## config.mk

```make
export PLATFORM = sky130hd
export DESIGN_NAME = ad_ip_jesd204_tpl_profile_seq
export DESIGN_NICKNAME = d
export VERILOG_FILES = /design/src/rtl/ad_ip_jesd204_tpl_profile_seq_pkg.sv /design/src/rtl/ad_tpl_seq_timer.sv /design/src/rtl/ad_ip_jesd204_tpl_profile_seq.sv
export SDC_FILE = /design/constraint.sdc
export NUM_CORES = 1
export LEC_CHECK = 0
export BUFFER_PORTS_ARGS = -buffer_cell sky130_fd_sc_hd__buf_2
export CORE_AREA = 4 4 43 45
export CTS_BUF_LIST = sky130_fd_sc_hd__clkbuf_16
export CTS_CLUSTER_DIAMETER = 150
export DETAILED_ROUTE_END_ITERATION = 6
export DIE_AREA = 0 0 47 49
export MAX_ROUTING_LAYER = met4
export PLACE_DENSITY = 0.76
export SLEW_MARGIN = 20
export SYNTH_ARGS = -nofsm -noshare
export SYNTH_HDL_FRONTEND = slang
export SYNTH_SLANG_ARGS = --single-unit
```

## constraint.sdc

```tcl
create_clock -name up_clk -period 2.35 [get_ports up_clk]
set_input_delay 0.1175 -clock up_clk [delete_from_list [all_inputs] [get_ports up_clk]]
set_output_delay 0.1175 -clock up_clk [all_outputs]
set_load 0.02 [all_outputs]
```

## src/rtl/ad_ip_jesd204_tpl_profile_seq_pkg.sv

```systemverilog
// Shared state encoding and timer sizing helper for the TPL profile sequencer.
package ad_ip_jesd204_tpl_profile_seq_pkg;

  typedef logic [1:0] seq_state_t;

  localparam seq_state_t StIdle     = 2'd0;
  localparam seq_state_t StHoldRst  = 2'd1;
  localparam seq_state_t StSettle   = 2'd2;
  localparam seq_state_t StWaitSync = 2'd3;

  // Width holding max(a, b, c) - 1, never narrower than one bit.
  function automatic int unsigned tmr_width(input int unsigned a, input int unsigned b,
                                            input int unsigned c);
    int unsigned m;
    int unsigned w;
    m = a;
    if (b > m) m = b;
    if (c > m) m = c;
    w = unsigned'($clog2(m));
    return (w < 1) ? 1 : w;
  endfunction

endpackage

```

## src/rtl/ad_tpl_seq_timer.sv

```systemverilog
// Loadable down-counter that saturates at zero and flags when it gets there.
module ad_tpl_seq_timer #(
  parameter int unsigned TW = 4
) (
  input  logic          up_clk,
  input  logic          up_rstn,
  input  logic          load,
  input  logic [TW-1:0] load_val,
  input  logic          en,
  output logic          zero
);

  logic [TW-1:0] count_q, count_d;

  always_comb begin
    count_d = count_q;
    if (load) begin
      count_d = load_val;
    end else if (en && (count_q != '0)) begin
      count_d = count_q - TW'(1);
    end
  end

  always_ff @(posedge up_clk or negedge up_rstn) begin
    if (!up_rstn) begin
      count_q <= '0;
    end else begin
      count_q <= count_d;
    end
  end

  assign zero = (count_q == '0);

endmodule

```

## src/rtl/ad_ip_jesd204_tpl_profile_seq.sv

```systemverilog
// Safe JESD profile switch: hold datapath reset, swap profile, settle, release, await sync.
// Define AD_TPL_PROFILE_SEQ_TIMEOUT_EN to bound the sync wait and enable err_timeout.
module ad_ip_jesd204_tpl_profile_seq
  import ad_ip_jesd204_tpl_profile_seq_pkg::*;
#(
  parameter  int unsigned NUM_PROFILES   = 1,
  parameter  int unsigned RST_CYCLES     = 16,
  parameter  int unsigned SETTLE_CYCLES  = 8,
  parameter  int unsigned TIMEOUT_CYCLES = 65536,
  localparam int unsigned PW             = $clog2(NUM_PROFILES) + 1
) (
  input  logic          up_clk,
  input  logic          up_rstn,
  input  logic          req_valid,
  input  logic [PW-1:0] req_profile,
  output logic          req_ready,
  input  logic          sync_status,
  output logic [PW-1:0] profile_sel,
  output logic          dp_rst,
  output logic          busy,
  output logic          done,
  output logic          err_invalid,
  output logic          err_timeout
);

`ifdef AD_TPL_PROFILE_SEQ_TIMEOUT_EN
  localparam bit          TimeoutEn  = 1'b1;
  localparam int unsigned TimeoutLen = TIMEOUT_CYCLES;
`else
  localparam bit          TimeoutEn  = 1'b0;
  localparam int unsigned TimeoutLen = 1;
`endif

  localparam int unsigned   TW         = tmr_width(RST_CYCLES, SETTLE_CYCLES, TimeoutLen);
  localparam logic [PW-1:0] MaxProfile = PW'(NUM_PROFILES - 1);

  seq_state_t    state_q, state_d;
  logic [PW-1:0] prof_req_q, prof_req_d;
  logic [PW-1:0] profile_sel_q, profile_sel_d;
  logic          dp_rst_q, dp_rst_d;
  logic          busy_q, busy_d;
  logic          req_ready_q, req_ready_d;
  logic          done_q, done_d;
  logic          err_invalid_q, err_invalid_d;
  logic          err_timeout_q, err_timeout_d;

  logic          tmr_load, tmr_en, tmr_zero;
  logic [TW-1:0] tmr_val;
  logic          accept, prof_ok;

  assign accept  = req_valid && req_ready_q;
  assign prof_ok = (req_profile <= MaxProfile);

  ad_tpl_seq_timer #(
    .TW (TW)
  ) u_timer (
    .up_clk   (up_clk),
    .up_rstn  (up_rstn),
    .load     (tmr_load),
    .load_val (tmr_val),
    .en       (tmr_en),
    .zero     (tmr_zero)
  );

  always_ff @(posedge up_clk or negedge up_rstn) begin
    if (!up_rstn) begin
      state_q       <= StIdle;
      prof_req_q    <= '0;
      profile_sel_q <= '0;
      dp_rst_q      <= 1'b0;
      busy_q        <= 1'b0;
      req_ready_q   <= 1'b1;
      done_q        <= 1'b0;
      err_invalid_q <= 1'b0;
      err_timeout_q <= 1'b0;
    end else begin
      state_q       <= state_d;
      prof_req_q    <= prof_req_d;
      profile_sel_q <= profile_sel_d;
      dp_rst_q      <= dp_rst_d;
      busy_q        <= busy_d;
      req_ready_q   <= req_ready_d;
      done_q        <= done_d;
      err_invalid_q <= err_invalid_d;
      err_timeout_q <= err_timeout_d;
    end
  end

  always_comb begin
    state_d = state_q;
    unique case (state_q)
      StIdle:     if (accept && prof_ok) state_d = StHoldRst;
      StHoldRst:  if (tmr_zero) state_d = StSettle;
      StSettle:   if (tmr_zero) state_d = StWaitSync;
      StWaitSync: if (sync_status || (TimeoutEn && tmr_zero)) state_d = StIdle;
    endcase
  end

  always_comb begin
    prof_req_d    = prof_req_q;
    profile_sel_d = profile_sel_q;
    dp_rst_d      = dp_rst_q;
    done_d        = 1'b0;
    err_invalid_d = 1'b0;
    err_timeout_d = err_timeout_q;
    tmr_load      = 1'b0;
    tmr_val       = '0;
    tmr_en        = 1'b0;
    unique case (state_q)
      StIdle: begin
        if (accept && prof_ok) begin
          prof_req_d    = req_profile;
          dp_rst_d      = 1'b1;
          err_timeout_d = 1'b0;
          tmr_load      = 1'b1;
          tmr_val       = TW'(RST_CYCLES - 1);
        end else if (accept) begin
          err_invalid_d = 1'b1;
        end
      end
      StHoldRst: begin
        if (tmr_zero) begin
          profile_sel_d = prof_req_q;
          tmr_load      = 1'b1;
          tmr_val       = TW'(SETTLE_CYCLES - 1);
        end else begin
          tmr_en = 1'b1;
        end
      end
      StSettle: begin
        if (tmr_zero) begin
          dp_rst_d = 1'b0;
          tmr_load = 1'b1;
          tmr_val  = TW'(TimeoutLen - 1);
        end else begin
          tmr_en = 1'b1;
        end
      end
      StWaitSync: begin
        // Sync seen in the last timeout cycle still counts as success.
        if (sync_status) begin
          done_d = 1'b1;
        end else if (TimeoutEn && tmr_zero) begin
          err_timeout_d = 1'b1;
        end else begin
          tmr_en = TimeoutEn;
        end
      end
    endcase
    busy_d      = (state_d != StIdle);
    req_ready_d = (state_d == StIdle);
  end

  assign req_ready   = req_ready_q;
  assign profile_sel = profile_sel_q;
  assign dp_rst      = dp_rst_q;
  assign busy        = busy_q;
  assign done        = done_q;
  assign err_invalid = err_invalid_q;
  assign err_timeout = err_timeout_q;

endmodule

```

## After elaboration in Yosys (flattened, before gate mapping)

Index checks and enable logic that the tools add are counted.

| cells by class | value |
|---|---|
| add/subtract/negate cells | 1 |
| div/mod/pow operators | 0 |
| equality and inequality tests | 5 |
| bitwise logic cells | 0 |
| magnitude comparators | 1 |
| multiplexer cells | 23 |
| reduce and logical (&&, ||, !) cells | 14 |
| $mul | 0 |
| shift-type cells | 0 |

Operator list:

| operator | number |
|---|---|
| $mux W4 | 3 |
| $mux W1 | 11 |
| $mux W2 | 4 |
| $pmux W2 S4 | 1 |
| $pmux W4 S2 | 1 |
| $reduce_bool A2 Y1 | 3 |
| $eq A2 B2 Y1 const B | 2 |
| $logic_not A2 Y1 | 2 |
| $logic_not A4 Y1 | 1 |
| $ne A2 B2 Y1 const B | 2 |
| $pmux W1 S2 | 2 |
| $reduce_and A2 Y1 | 2 |
| $reduce_bool A4 Y1 | 1 |
| $sub A4 B1 Y4 const B | 1 |
| $logic_and A1 B1 Y1 | 3 |
| $mux W3 | 1 |
| $reduce_and A3 Y1 | 1 |
| $eq A2 B1 Y1 const B | 1 |
| $reduce_or A2 Y1 | 1 |
| $le A1 B1 Y1 const B | 1 |

| storage, ports and cells | value |
|---|---|
| bits in read-only memories | 0 |
| logic and storage cells | 53 |
| latch bits | 0 |
| bits of input ports | 5 |
| memories kept | 0 |
| output and inout port bits | 7 |
| register bits | 13 |
| bits in writable memories | 0 |

## Logic depth before layout (Yosys ltp)

| logic depth | value |
|---|---|
| depth in word-level cells | 6 |
| gate-level depth with buffers | 6 |
| gate-level depth less buffers | 6 |

## By module

Synthesis repeated with hierarchy kept, for this count alone.

| second synthesis, totals | value |
|---|---|
| cell total of the unflattened synthesis | 73 |
| area total of the unflattened synthesis | 757.0 µm² |

Modules (own cells, without submodules):

| module | cells each | times used | area each (µm²) |
|---|---|---|---|
| ad_ip_jesd204_tpl_profile_seq | 46 | 1 | 486.7 |
| ad_tpl_seq_timer | 27 | 1 | 270.3 |

## Least setup slack after synthesis

No wires, ideal clock.

| timing path | value |
|---|---|
| kind | register -> register |
| start point | register u_timer.count_q[0] |
| end point | register busy_q (netlist: busy) |
| slack | 0.593 ns |
| library setup time | 0.124 ns |
| arrival | 1.633 ns |
| stages on the path, launching flop included | 7 |
| path buffers | 0 |
| path through | dfrtp_1 -> inv_1 -> ha_1 -> or3b_4 -> a2111oi_4 -> nor3_2 -> or2_1 |

| on the way | value |
|---|---|
| longest elaborated chain between the ends | 4 |

RTL lines:

| what | RTL line | RTL |
|---|---|---|
| start, declared | ad_tpl_seq_timer.sv:13 | `logic [TW-1:0] count_q, count_d;` |
| start signal, assigned | ad_tpl_seq_timer.sv:28 | `count_q <= count_d;` |
| $logic_not A4 Y1 (*) | ad_tpl_seq_timer.sv:32 | `assign zero = (count_q == '0);` |
| $mux W2, on equally long branches | ad_ip_jesd204_tpl_profile_seq.sv:94, ad_ip_jesd204_tpl_profile_seq.sv:93 |  |
| $pmux W2 S4 (*) | ad_ip_jesd204_tpl_profile_seq.sv:91 | `unique case (state_q)` |
| via state_d[0] | ad_ip_jesd204_tpl_profile_seq.sv:37 | `seq_state_t state_q, state_d;` |
| $reduce_bool A2 Y1 (*) | ad_ip_jesd204_tpl_profile_seq.sv:150 | `busy_d = (state_d != StIdle);` |
| via busy_d | ad_ip_jesd204_tpl_profile_seq.sv:41 | `logic busy_q, busy_d;` |
| end signal, assigned | ad_ip_jesd204_tpl_profile_seq.sv:81 | `busy_q <= busy_d;` |
| end, declared | ad_ip_jesd204_tpl_profile_seq.sv:41 |  |

The timed path passes the listed nets; every way through them passes the cells marked *.
A chain may end at the register's enable or synchronous reset.

## Worst setup path after layout

Same ends and word-level chain as after synthesis.

==> metrics.yaml <==
routing:
  totalWireLength_um: 1400
  dr.pass1.iters: 4
  drt_iter0_drc: 8
  drtAntennaViolNets: 0
  vias_per_cell: 5.410
  wire_per_inst_um: 13.33
  drc: 0
  vias: 568
worst_setup_path:
  rrSetupSlack_ns: 0.46
  critPathMaxStageDelay_ns: 0.43
  worst-path-buf-inv: 1
  start_kind: "flop"
  critPathMaxFanout: 4
  critical_path_class: "flop to flop"
  crit_slowest_cell: "or3b_4"
  critPathTopFamily: "simple AND/OR/NAND/NOR gates"
  path_cells: "inv_1 -> ha_1 -> or3b_4 -> a2111oi_4 -> nor3_2 -> or2_1"
  cp.required_ns: 2.47
  cp-end-kind: "flop"
  arrival_ns: 2.01
cts:
  numCtsBuffers: 3
  clkTransAtPathRegs_ns: 0.04
  post-cts-setup-buffer-count: 0
  clkLatencyLatePin_ns: 0.24
  cts_root_buf: "clkbuf_16"
  htreeDepth: 1
  tritoncts: "built"
  clock-sinks: 13
  clk_path_buf_depth: 2
  cts_resized: 0
  holdBufCountCts: 1
timing:
  final-setup-viol-count: 0
  rsz0062_at_grt: "false"
  fin_crit_sh_pct: 80.27
  whs_ns: 0.1101
  fin_crit_ns: 1.886
  final_max_slew_viol_count: 0
  tns_ns: 0
  fmax_mhz: 530.2
  skew_ns: 0.001087
  hold_viol_final: 0
floorplanning:
  fp-row-count: 14
  die_area_um2: 2303
  die_x_um: 47
  die_y_um: 49
  ios: 12
  start_util_pct: 50.94
  core_area_um2: 1471
synth:
  yosys.area.top_type: "dfrtp_1"
  synth.cell_area_um2: 749.5
  yosysSeqAreaShare_pct: 43.57
  synthArstFlopShare_pct: 100.0
  avgSynthCellArea_um2: 9.993
  synth-seq-cells: 13
  yosys_warnings: 0
  syn_nets: 86
  yosysUniqueCellTypes: 31
  synth_top_area_share_pct: 40.07
  ys_top_cells_by_area: "dfrtp_1, ha_1, a2111oi_4"
  synthCells: 75
  synth_edf_count: 0
  synth_flop_cell: "dfrtp_1"
global_route:
  grt_pass1_vias: 535
  globalRouteOverflowTotal: 0
  grt_usage_pct: 14.14
  grt_first_pass_wirelength_um: 2283
  antenna_found_initial: 0
  grt_max_degree: 14
place:
  place_inst: 100
  hpwlAfterDp_um: 1042
  portBuffers: 10
  gp_congestion: 0.8218
layout:
  instances_no_fill: 105
  area_delta_synth_final_pct: 20.53
  layout.nets: 101
  final_layout_size_suffix_gt1_share_pct: 21.35
  n_antenna_cell: 0
  fillerInstances: 123
power_and_ir_drop:
  peakVddDrop_mv: 0.7818
  powerDensity_nw_per_um2: 1417
  fin_total_pwr_mw: 1.280
  leakage_nw: 0.4252
worst_hold_path:
  min_path_type: "primary input to flop"
run:
  drv_cap: 0
run_status:
  status: "finished clean"
-- final cells by class --
type                       count  area, µm²  share of cell area [%]
inverter                       6      22.52                   2.493
clock inverter                 1      3.754                  0.4155
tap                           16      20.02                   2.216
timing repair buffer          12      67.56                   7.479
sequential                    13      326.6                   36.15
clock buffer                   3      75.07                   8.310
multi-input combinational     54      387.9                   42.94
-- sequential cells by signal, indices dropped and copies added, names as in the netlist --
name             count
busy                 1
done                 1
dp_rst               1
err_invalid          1
prof_req_q           1
profile_sel          1
req_ready            1
state_q              2
u_timer.count_q      4
-- synthesized netlist by cell type (2+ instances only) --
| library cell | n |
|---|---|
| nor3_1 | 3 |
| inv_1 | 6 |
| ha_1 | 6 |
| nor3b_1 | 2 |
| o21ai_0 | 5 |
| nand2_1 | 6 |
| and2_1 | 2 |
| a211o_1 | 2 |
| dfrtp_1 | 12 |
| nor2b_1 | 2 |
| nor2_1 | 5 |
| a21oi_1 | 5 |
-- worst register-to-register path: stages, from the launching register on --
cell and delay (ns):
dfrtp_1 0.39, inv_1 0.06, ha_1 0.21, or3b_4 0.43
a2111oi_4 0.37, nor3_2 0.10, or2_1 0.21
-- path summary, 6_finish.rpt --
path                               startpoint                  to  cells past startpoint
max                        u_timer.count_q[0]                busy                      6
min reg2reg                        prof_req_q          prof_req_q                      1
max in group asynchronous             up_rstn           req_ready                      2
max reg2reg                u_timer.count_q[0]                busy                      6
min                               sync_status                done                      2
min in group asynchronous             up_rstn  u_timer.count_q[3]                      2
-- routing by layer --
| metal | share of wire, % | wire length, µm | track usage (%) |
|---|---|---|---|
| met5 | 0 | 0 | - |
| met4 | 2.7 | 38 | 8.295 |
| met3 | 4.1 | 57 | 3.321 |
| met2 | 45 | 635 | 18.55 |
| met1 | 48 | 668 | 19.23 |
-- stage by stage --
stage               setup WS (ns)  area [µm²]  util, %
finish                     0.4638       903.4    61.39
global route               0.3879       903.4    61.39
CTS                        0.4527       903.4    61.39
detailed placement         0.4685       814.5    55.36
global placement           0.5387       814.5    55.36
floorplan                  0.5928       749.5        -
-- logic make-up after synthesis --
logic type | Yosys count | synth area share, %
AND/OR/NAND/NOR | 26 | 19.20
other | 1 | 0.5004
AO/OA/AOI/OAI | 19 | 19.20
buffers and inverters | 8 | 4.674
flip-flops | 13 | 43.57
adder cells (fa/ha/maj) | 6 | 10.02
multiplexers | 2 | 2.838
-- report_power, final --
| group | internal [mW] | leakage, nW | switching (mW) | total, mW |
|---|---|---|---|---|
| Combinational | 0.256 | 0.226 | 0.339 | 0.595 |
| Clock | 0.224 | 0.0423 | 0.0887 | 0.312 |
| Sequential | 0.312 | 0.157 | 0.0603 | 0.373 |
| Total | 0.792 | 0.425 | 0.488 | 1.28 |
-- placed cells by master (no fill, tap or decap), types with 2 or more instances in the layout --
| cell type | netlist | routed |
|---|---|---|
| nor2b_1 | 2 | 2 |
| nor2_1 | 5 | 5 |
| o21ai_0 | 5 | 5 |
| nand2_1 | 6 | 6 |
| and2_1 | 2 | 2 |
| ha_1 | 6 | 6 |
| a211o_1 | 2 | 2 |
| inv_1 | 6 | 7 |
| nor3b_1 | 2 | 2 |
| clkbuf_16 | 0 | 3 |
| a21oi_1 | 5 | 5 |
| nor3_1 | 3 | 3 |
| buf_2 | 0 | 10 |
| dfrtp_1 | 12 | 12 |
(Power assumes the default switching activity.)
